--- config.mk ---
export PLATFORM = sky130hd
export DESIGN_NAME = div_mod_reconstruct
export DESIGN_NICKNAME = d
export VERILOG_FILES = /design/src/rtl/div_mod_reconstruct.sv
export SDC_FILE = /design/constraint.sdc
export NUM_CORES = 1
export LEC_CHECK = 0
export BUFFER_PORTS_ARGS = -buffer_cell sky130_fd_sc_hd__buf_2
export CORE_MARGIN = 2
export CORE_UTILIZATION = 40
export CTS_CLUSTER_DIAMETER = 80
export CTS_CLUSTER_SIZE = 12
export DETAILED_ROUTE_END_ITERATION = 8
export HOLD_SLACK_MARGIN = 0.02
export SETUP_SLACK_MARGIN = 0.1
export SLEW_MARGIN = 25
export SYNTH_ARGS = -nofsm -noshare
export SYNTH_HDL_FRONTEND = slang
export SYNTH_SLANG_ARGS = --single-unit
--- constraint.sdc ---
create_clock -name clk_i -period 4.7 [get_ports clk_i]
set_input_delay 0.94 -clock clk_i [delete_from_list [all_inputs] [get_ports clk_i]]
set_output_delay 0.94 -clock clk_i [all_outputs]
set_load 0.03 [all_outputs]
--- src/rtl/div_mod_reconstruct.sv ---
// Rebuilds a dividend from divider results: dividend = quotient * divisor + remainder.
// Radix-2 shift-add over 17 cycles, then one sign-fix/add cycle; one result per 19 cycles.
module div_mod_reconstruct (
  input  logic        clk_i,
  input  logic        rst_i,
  input  logic [16:0] quotient_i,
  input  logic [15:0] divisor_i,
  input  logic [15:0] remainder_i,
  input  logic        mode_i,
  input  logic        valid_input_i,
  output logic        busy_o,
  output logic        valid_output_o,
  output logic [31:0] dividend_o,
  output logic        overflow_o
);

  typedef enum logic [1:0] {S_IDLE, S_MUL, S_FIX} state_t;

  state_t      state_q, state_d;
  logic [16:0] mplr_q, mplr_d;
  logic [15:0] mcand_q, mcand_d;
  logic        sign_q, sign_d;
  logic [15:0] rem_q, rem_d;
  logic        mode_q, mode_d;
  logic [31:0] acc_q, acc_d;
  logic [4:0]  cnt_q, cnt_d;
  logic        busy_q, busy_d;
  logic        vout_q, vout_d;
  logic [31:0] dividend_q, dividend_d;
  logic        ovf_q, ovf_d;

  logic [33:0] prod_ext, prod_signed, rem_ext, sum;

  // Magnitudes of -65536 / -32768 fit unsigned in 17 / 16 bits.
  logic [16:0] q_abs;
  logic [15:0] d_abs;
  assign q_abs = quotient_i[16] ? (~quotient_i + 17'd1) : quotient_i;
  assign d_abs = divisor_i[15]  ? (~divisor_i + 16'd1)  : divisor_i;

  assign prod_ext    = {2'b00, acc_q};
  assign prod_signed = sign_q ? (~prod_ext + 34'd1) : prod_ext;
  assign rem_ext     = mode_q ? 34'd0 : {{18{rem_q[15]}}, rem_q};
  assign sum         = prod_signed + rem_ext;

  always_comb begin
    state_d    = state_q;
    mplr_d     = mplr_q;
    mcand_d    = mcand_q;
    sign_d     = sign_q;
    rem_d      = rem_q;
    mode_d     = mode_q;
    acc_d      = acc_q;
    cnt_d      = cnt_q;
    busy_d     = busy_q;
    vout_d     = 1'b0;
    dividend_d = dividend_q;
    ovf_d      = ovf_q;
    case (state_q)
      S_IDLE: begin
        if (valid_input_i) begin
          mplr_d  = q_abs;
          mcand_d = d_abs;
          sign_d  = quotient_i[16] ^ divisor_i[15];
          rem_d   = remainder_i;
          mode_d  = mode_i;
          acc_d   = 32'd0;
          cnt_d   = 5'd0;
          busy_d  = 1'b1;
          state_d = S_MUL;
        end
      end
      S_MUL: begin
        if (mplr_q[0]) acc_d = acc_q + ({16'd0, mcand_q} << cnt_q);
        mplr_d = {1'b0, mplr_q[16:1]};
        cnt_d  = cnt_q + 5'd1;
        if (cnt_q == 5'd16) state_d = S_FIX;
      end
      S_FIX: begin
        dividend_d = sum[31:0];
        ovf_d      = !((sum[33:31] == 3'b000) || (sum[33:31] == 3'b111));
        vout_d     = 1'b1;
        busy_d     = 1'b0;
        state_d    = S_IDLE;
      end
      default: begin
        busy_d  = 1'b0;
        state_d = S_IDLE;
      end
    endcase
  end

  always_ff @(posedge clk_i or posedge rst_i) begin
    if (rst_i) begin
      state_q    <= S_IDLE;
      mplr_q     <= 17'd0;
      mcand_q    <= 16'd0;
      sign_q     <= 1'b0;
      rem_q      <= 16'd0;
      mode_q     <= 1'b0;
      acc_q      <= 32'd0;
      cnt_q      <= 5'd0;
      busy_q     <= 1'b0;
      vout_q     <= 1'b0;
      dividend_q <= 32'd0;
      ovf_q      <= 1'b0;
    end else begin
      state_q    <= state_d;
      mplr_q     <= mplr_d;
      mcand_q    <= mcand_d;
      sign_q     <= sign_d;
      rem_q      <= rem_d;
      mode_q     <= mode_d;
      acc_q      <= acc_d;
      cnt_q      <= cnt_d;
      busy_q     <= busy_d;
      vout_q     <= vout_d;
      dividend_q <= dividend_d;
      ovf_q      <= ovf_d;
    end
  end

  assign busy_o         = busy_q;
  assign valid_output_o = vout_q;
  assign dividend_o     = dividend_q;
  assign overflow_o     = ovf_q;

endmodule

==> reports/results.md, run 1 <==
## Placed design
* 87 — Port-buffer cells
* 18.5 mm — sum of net half-perimeters after detailed placement
* 11200 sq um — Placement Cell Area
* 1652 — total instance count after detailed placement
* 0.892 — final RePlAce weighted congestion

## CTS
* built — clock tree from TritonCTS
* 125 — clock tree sinks
* 0 — hold_buf cts
* sky130_fd_sc_hd__clkbuf_16 — clock root buffer master
* 0.43 ns — clk_lat worst skew
* 2 — largest buffer count on any clock path
* 0.07 ns — clock-pin slew on the worst setup and hold paths
* 17 — total clock buffers created by CTS
* 4 — # H-tree levels

## Finish
* 0 — antenna diode count
* 20.7% — area delta synth->final
* 12200 sq um — finished layout cell area
* 1482 — net count of the finished layout
* 1701 — final cell count without fillers
* 0.198 — fraction of final layout cells sized beyond drive strength 1

## Timing
* 0.0156 ns — final worst clock skew
* 0.712 ns — worst slew pin tran
* 0 — total setup violations reported at the end of the flow
* 0 — number of pins with negative max-slew slack in the final report
* 0.963 — share of the clock period used by the worst path
* 4.52 ns — post-layout min period
* 0.468 ns — hold_ws
* true — setup repair after global routing missed its margin
* 0 — Fin. Hold Viols
* 0.524 — Max-slew headroom
* 221 MHz — Fmax achieved

## Critical path
* acc_q[1] — critical path startpoint
* inv_2 -> ha_4 -> nand2_2 -> or3_4 -> or2_4 -> nand2b_4 -> or4_4 -> or3_4 -> or3_4 -> o21ai_2 -> xnor2_1 -> ha_1 -> inv_2 -> nor4_4 -> a211oi_2 -> buf_4 -> o221ai_2 -> a21oi_2 -> xnor2_1 -> nor2_1 -> a211oi_1 — series of cell instances along the critical path
* 3 — CP Buf/Inv Count
* 5.05 ns — required time of the worst setup path
* register — startpoint class of the critical path
* sky130_fd_sc_hd__or4_4 — worst-path cell with the longest stage delay
* reg2reg — critical setup path kind
* sky130_fd_sc_hd__or3_4 — Worst path most repeated cell
* 0.44 ns — Crit path largest cell delay
* register — category of the worst setup path capture point
* 4.87 ns — arrival time at the worst endpoint
* acc_q[1] — startpoint of the lowest-slack register-to-register path
* simple AND/OR/NAND/NOR gates — Worst path top cell family by delay
* 4 — critical-path maximum fanout

## Die
* 163 um — die outline width
* 58 — number of placement rows
* 88 — count of boundary I/O pins
* 0.404 — starting density of the core
* 25000 sq um — Floorplan Core Area
* 26600 sq um — Total Die Area
* 163 um — overall die height

## Global route
* 0 — GRT overflow
* 0.0338 — GR met3 Demand/Resource
* 0.272 — global-route met1 utilization
* 8633 — number of global-route vias before repair
* 0.307 — met2 usage
* 0.193 — total routing resource utilization after global routing
* 55 — pin count of the biggest net entering global routing
* 42.2 mm — global-route wire length before repair
* met2 — Most Crowded Layer GR
* 0 — initial antenna violation count

## Synth
* 0 — number of enable-type register cells in the synthesized netlist
* 0.309 — proportion of synthesized chip area in sequential cells
* 74 — post-synthesis cell type count
* 125 — number of flip-flops and latches in the synthesized netlist
* sky130_fd_sc_hd__dfrtp_1 — most instantiated flip-flop cell in the synthesis netlist
* 1365 — syn_nets
* 1241 — cell count after synthesis
* 10100 sq um — mapped cell area
* 1.00 — asr flop ratio synth
* 0 — total number of yosys warnings
* 8.16 sq um — synthesized area per cell

## Routing
* 0 — post-route antenna net violation count
* 5 — DRT Pass-1 Iters
* 14.7 um — routed wire length per instance
* 5.42 — per-cell via count in the routed design
* 552 — DR iter-0 viols
* 9223 — DR vias
* 0 — drt drc
* 25.0 mm — total wirelength of the detailed-routed design

## Run status
* finished, final reports clean — outcome

## Run
* 0 — number of max-cap violations

## Min path
* reg2reg — type of the worst min-delay path
* rem_q[5] — source of the worst hold timing path

[kinds of logic (layout without fill, tap and decap cells)]
kind of cell | count (synthesis) | after routing | share of synthesized area
multiplexers | 34 | 34 | 0.0386
AO/OA/AOI/OAI | 396 | 396 | 0.243
AND/OR/NAND/NOR | 414 | 414 | 0.190
buffers and inverters | 91 | 221 | 0.0345
adder cells (fa/ha/maj) | 71 | 71 | 0.0892
flip-flops | 125 | 125 | 0.309
XOR/XNOR | 110 | 110 | 0.0952
[synthesized netlist by cell type (all sizes together) (5+ instances only)]
| master | n | area, sq um |
|---|---|---|
| inv | 36 | 135 |
| a211oi | 15 | 113 |
| nor2b | 27 | 169 |
| o21ai | 128 | 641 |
| mux2i | 21 | 210 |
| ha | 69 | 863 |
| or4 | 11 | 90.1 |
| nor4 | 5 | 46.3 |
| o31ai | 22 | 170 |
| nand2 | 208 | 781 |
| nand2b | 19 | 126 |
| mux2 | 10 | 113 |
| o21bai | 10 | 75.1 |
| nor2 | 70 | 263 |
| and3 | 5 | 31.3 |
| nand3 | 19 | 95.1 |
| a21o | 36 | 270 |
| nor3 | 15 | 75.1 |
| xor2 | 36 | 315 |
| a22o | 6 | 52.6 |
| nand4 | 6 | 37.5 |
| xnor2 | 74 | 648 |
| o41ai | 7 | 68.8 |
| dfrtp | 125 | 3130 |
| o21a | 10 | 75.1 |
| or3 | 13 | 81.3 |
| clkbuf | 50 | 188 |
| buf | 5 | 26.3 |
| a21oi | 84 | 420 |
| o22ai | 42 | 269 |
[worst paths after layout]
| check | to | slack [ns] | depth (start not counted) |
|---|---|---|---|
| min in group asynchronous | rem_q[3] | 0.60 | 2 |
| max in group asynchronous | cnt_q[0] | 3.09 | 3 |
| setup reg to reg | overflow_o | 0.18 | 21 |
| hold / removal | rem_q[5] | 0.47 | 2 |
| setup / recovery | overflow_o | 0.18 | 21 |
| hold reg to reg | rem_q[5] | 0.47 | 2 |
[area by class of cell]
| cell class | instances | area [sq um] |
|---|---|---|
| well taps | 330 | 413 |
| clock inverters | 14 | 136 |
| clock buffers | 18 | 429 |
| fillers | 2457 | 12800 |
| multi-input cells | 1025 | 6980 |
| repair buffers | 153 | 993 |
| inverters | 36 | 141 |
| flip-flops and latches | 125 | 3130 |
[worst min-delay path: cells and delay by family (launching register included)]
family,cells,cell delay (ns)
flops,1,0.33
simple gates,2,0.10
[sequential cells by signal, indices dropped and copies added, names as in the netlist]
name            cells
acc_q              32
busy_o              1
cnt_q               5
dividend_o         32
mcand_q            16
mode_q              1
mplr_q             17
overflow_o          1
rem_q              16
sign_q              1
state_q             2
valid_output_o      1
[cells in the final DEF, fill, tap and decap left out, types with 5 or more instances in the layout]
| master | instances |
|---|---|
| sky130_fd_sc_hd__a22o_1 | 6 |
| sky130_fd_sc_hd__nand3_1 | 16 |
| sky130_fd_sc_hd__buf_4 | 62 |
| sky130_fd_sc_hd__nor2_1 | 64 |
| sky130_fd_sc_hd__nand4_1 | 6 |
| sky130_fd_sc_hd__inv_1 | 30 |
| sky130_fd_sc_hd__nand2_1 | 206 |
| sky130_fd_sc_hd__o22ai_1 | 41 |
| sky130_fd_sc_hd__dfrtp_1 | 124 |
| sky130_fd_sc_hd__or3_1 | 9 |
| sky130_fd_sc_hd__a21o_1 | 36 |
| sky130_fd_sc_hd__xnor2_1 | 74 |
| sky130_fd_sc_hd__a211oi_2 | 6 |
| sky130_fd_sc_hd__xor2_1 | 36 |
| sky130_fd_sc_hd__nor3_1 | 12 |
| sky130_fd_sc_hd__a21oi_1 | 73 |
| sky130_fd_sc_hd__a211oi_1 | 9 |
| sky130_fd_sc_hd__nand2b_1 | 18 |
| sky130_fd_sc_hd__mux2_2 | 6 |
| sky130_fd_sc_hd__o21ai_0 | 99 |
| sky130_fd_sc_hd__a21oi_2 | 11 |
| sky130_fd_sc_hd__o41ai_1 | 5 |
| sky130_fd_sc_hd__clkbuf_16 | 18 |
| sky130_fd_sc_hd__o21bai_1 | 10 |
| sky130_fd_sc_hd__nor2b_1 | 26 |
| sky130_fd_sc_hd__o21ai_1 | 27 |
| sky130_fd_sc_hd__ha_1 | 66 |
| sky130_fd_sc_hd__or4_1 | 8 |
| sky130_fd_sc_hd__o31ai_1 | 21 |
| sky130_fd_sc_hd__o21a_1 | 10 |
| sky130_fd_sc_hd__mux2i_1 | 16 |
| sky130_fd_sc_hd__buf_2 | 87 |
[per-layer routing]
layer,wire [um],up-vias
met4,326,0
met1,12500,4301
met5,0,-
met2,11300,183
li1,-,4713
met3,948,26
[through the flow]
step           worst slack, ns   util  TNS, ns
6_report                 0.175  0.488        0
5_1_grt                -0.0316  0.488  -0.0451
4_1_cts                 0.0807  0.471        0
3_5_place_dp            0.0513  0.446        0
3_3_place_gp             0.102  0.446        0
2_1_floorplan            0.121      -        0
[what timing repair did]
item                                    in CTS  in global routing
pin swaps                                    4                 27
setup buffers                                2                 13
endpoints found under the setup margin       2                  8
resized for setup                            7                 71
gates cloned                                 1                  1
Power of run 1 is not shown: default switching activity piles up to over one toggle a cycle in this logic, so the estimate is an artifact.
==> inputs of run 2 (changes only) <==
--- a/config.mk
+++ b/config.mk
@@ -12,6 +12,7 @@
 export CTS_CLUSTER_SIZE = 12
 export DETAILED_ROUTE_END_ITERATION = 8
 export HOLD_SLACK_MARGIN = 0.02
+export PLACE_DENSITY = 0.64
 export SETUP_SLACK_MARGIN = 0.1
 export SLEW_MARGIN = 25
 export SYNTH_ARGS = -nofsm -noshare
==> run 2 against run 1 <==
Worst setup slack lost 0.12 ns. Sequential share of layout area is essentially flat. Routed wire length grew 0.63%. Die area is the same. First-iteration DRC count grew 1.4%. Core utilization shrank 0.095 points. Clock skew shrank 0.0021 ns. Cell count shrank 0.47%. Critical path depth shrank 4. Register-to-register slack lost 0.12 ns.
==> reports/results.md, run 2 (same netlist as run 1, synthesis figures left out) <==
## Run status
* finished, final reports clean — outcome

## Critical path
* reg2reg — critical setup path kind
* 17 — worst reg-to-reg path cell count
* 6 — critical-path maximum fanout
* cnt_q[0] — startpoint of the lowest-slack register-to-register path
* acc_q[30] — r2r endpoint
* 0.51 ns — Crit path largest cell delay
* buf_12 -> mux4_2 -> mux2_4 -> nor2_4 -> a211oi_2 -> ha_1 -> a21oi_2 -> nor2_1 -> a311o_1 -> o31ai_4 -> a21oi_2 -> o31a_1 -> a221o_1 -> a221oi_2 -> a21oi_2 -> or4b_1 -> nand3_1 — series of cell instances along the critical path
* 0.06 ns — worst setup slack for register-to-register paths
* sky130_fd_sc_hd__a21oi_2 — Worst path most repeated cell
* sky130_fd_sc_hd__mux4_2 — worst-path cell with the longest stage delay
* 5.05 ns — required time of the worst setup path
* register — category of the worst setup path capture point
* register — startpoint class of the critical path
* 4.99 ns — arrival time at the worst endpoint

## Global route
* 41.6 mm — global-route wire length before repair
* 8413 — number of global-route vias before repair
* 0.190 — total routing resource utilization after global routing
* 0 — initial antenna violation count
* 60 — pin count of the biggest net entering global routing
* 0 — GRT overflow

## CTS
* 4 — # H-tree levels
* built — clock tree from TritonCTS
* 0.07 ns — clock-pin slew on the worst setup and hold paths
* 2 — largest buffer count on any clock path
* 17 — total clock buffers created by CTS
* 125 — clock tree sinks
* 0 — hold_buf cts
* 0.42 ns — clk_lat worst skew
* sky130_fd_sc_hd__clkbuf_16 — clock root buffer master

## Min path
* dividend_o[29] — source of the worst hold timing path
* dividend_o[29] — Hold Path End
* 2 — worst hold stages
* reg2reg — type of the worst min-delay path

## Routing
* 560 — DR iter-0 viols
* 9197 — DR vias
* 5.43 — per-cell via count in the routed design
* 0 — post-route antenna net violation count
* 0 — drt drc
* 14.9 um — routed wire length per instance
* 6 — DRT Pass-1 Iters
* 25.2 mm — total wirelength of the detailed-routed design

## Finish
* 3130 sq um — Reg area
* sky130_fd_sc_hd__nand2_1 (206), sky130_fd_sc_hd__dfrtp_1 (124), sky130_fd_sc_hd__o21ai_0 (99) — highest-count cells in the layout ignoring fill and taps
* 1475 — net count of the finished layout
* 6950 sq um — multi-input combinational cell area
* 0 — antenna diode count
* 1693 — final cell count without fillers
* 0.191 — fraction of final layout cells sized beyond drive strength 1
* 2424 — count of filler cells inserted in the layout
* 20.5% — area delta synth->final
* sky130_fd_sc_hd__nand2_1 — commonest non-fill, non-tap cell in the layout

## Timing
* 0 — number of pins with negative max-slew slack in the final report
* 0.481 — Max-slew headroom
* true — setup repair after global routing missed its margin
* 0.778 ns — worst slew pin tran
* 4.64 ns — post-layout min period
* 215 MHz — Fmax achieved
* 0 — total setup violations reported at the end of the flow
* 0 — Fin. Hold Viols
* 0.987 — share of the clock period used by the worst path
* 0 ns — Setup Total Neg Slack
* 0.0135 ns — final worst clock skew

## Die
* 163 um — overall die height
* 0.404 — starting density of the core
* 26600 sq um — Total Die Area
* 25000 sq um — Floorplan Core Area
* 88 — count of boundary I/O pins
* 163 um — die outline width
* 58 — number of placement rows

## Placed design
* 87 — Port-buffer cells
* 0.874 — final RePlAce weighted congestion
* 18.8 mm — sum of net half-perimeters after detailed placement
* 1645 — total instance count after detailed placement

## Run
* 0 — number of max-cap violations

-- run 2: metal layers --
| metal | vias up | routed length, um | global-route usage |
|---|---|---|---|
| met5 | - | 0 | 0 |
| met4 | 0 | 459 | 0.0515 |
| met3 | 29 | 942 | 0.0284 |
| met2 | 208 | 11200 | 0.304 |
| met1 | 4263 | 12600 | 0.267 |
| li1 | 4697 | - | - |
-- run 2: area by class of cell --
cell class                 count  share of cell area
clock buffer                  17              0.0349
clock inverter                14              0.0158
inverter                      36              0.0116
multi-input combinational   1025               0.570
sequential                   125               0.257
tap                          330              0.0339
timing repair buffer         146              0.0773
-- run 2: through the flow --
stage               setup slack (ns)  hold WS [ns]  instance area [sq um]  utilization
floorplan                      0.121         0.438                  10100            -
global placement               0.103         0.454                  11100        0.444
detailed placement         -0.000206         0.457                  11100        0.444
CTS                           0.0942         0.478                  11800        0.470
global route                  -0.122         0.494                  12200        0.487
finish                        0.0592         0.474                  12200        0.487
-- run 2: timing repair --
item	in CTS	in global routing
cloned	0	2
gates resized for setup	3	68
pin swaps	5	29
setup endpoints to repair	3	8
setup buffers	2	13
-- run 2: worst max-delay path, delay by kind of cell (launching register included) --
| family | cells | cell delay, ns |
|---|---|---|
| buffers and inverters | 1 | 0.15 |
| AO/OA/AOI/OAI | 9 | 2.04 |
| adder cells (fa/ha/maj) | 1 | 0.35 |
| multiplexers | 2 | 0.82 |
| AND/OR/NAND/NOR | 4 | 0.75 |
| flip-flops | 1 | 0.47 |
-- run 2: how the worst max path moves through the flow --
| stage | start | to | slack [ns] | cells after the start |
|---|---|---|---|---|
| after floorplan | acc_q[9] | overflow_o | 0.12 | 18 |
| after global placement | acc_q[9] | overflow_o | 0.10 | 19 |
| after detailed placement | acc_q[9] | overflow_o | -0.0002 | 19 |
| after CTS | acc_q[9] | overflow_o | 0.09 | 19 |
| after global routing | cnt_q[0] | acc_q[30] | -0.12 | 20 |
| final | cnt_q[0] | acc_q[30] | 0.06 | 17 |
Power of run 2 is left out for the same reason.
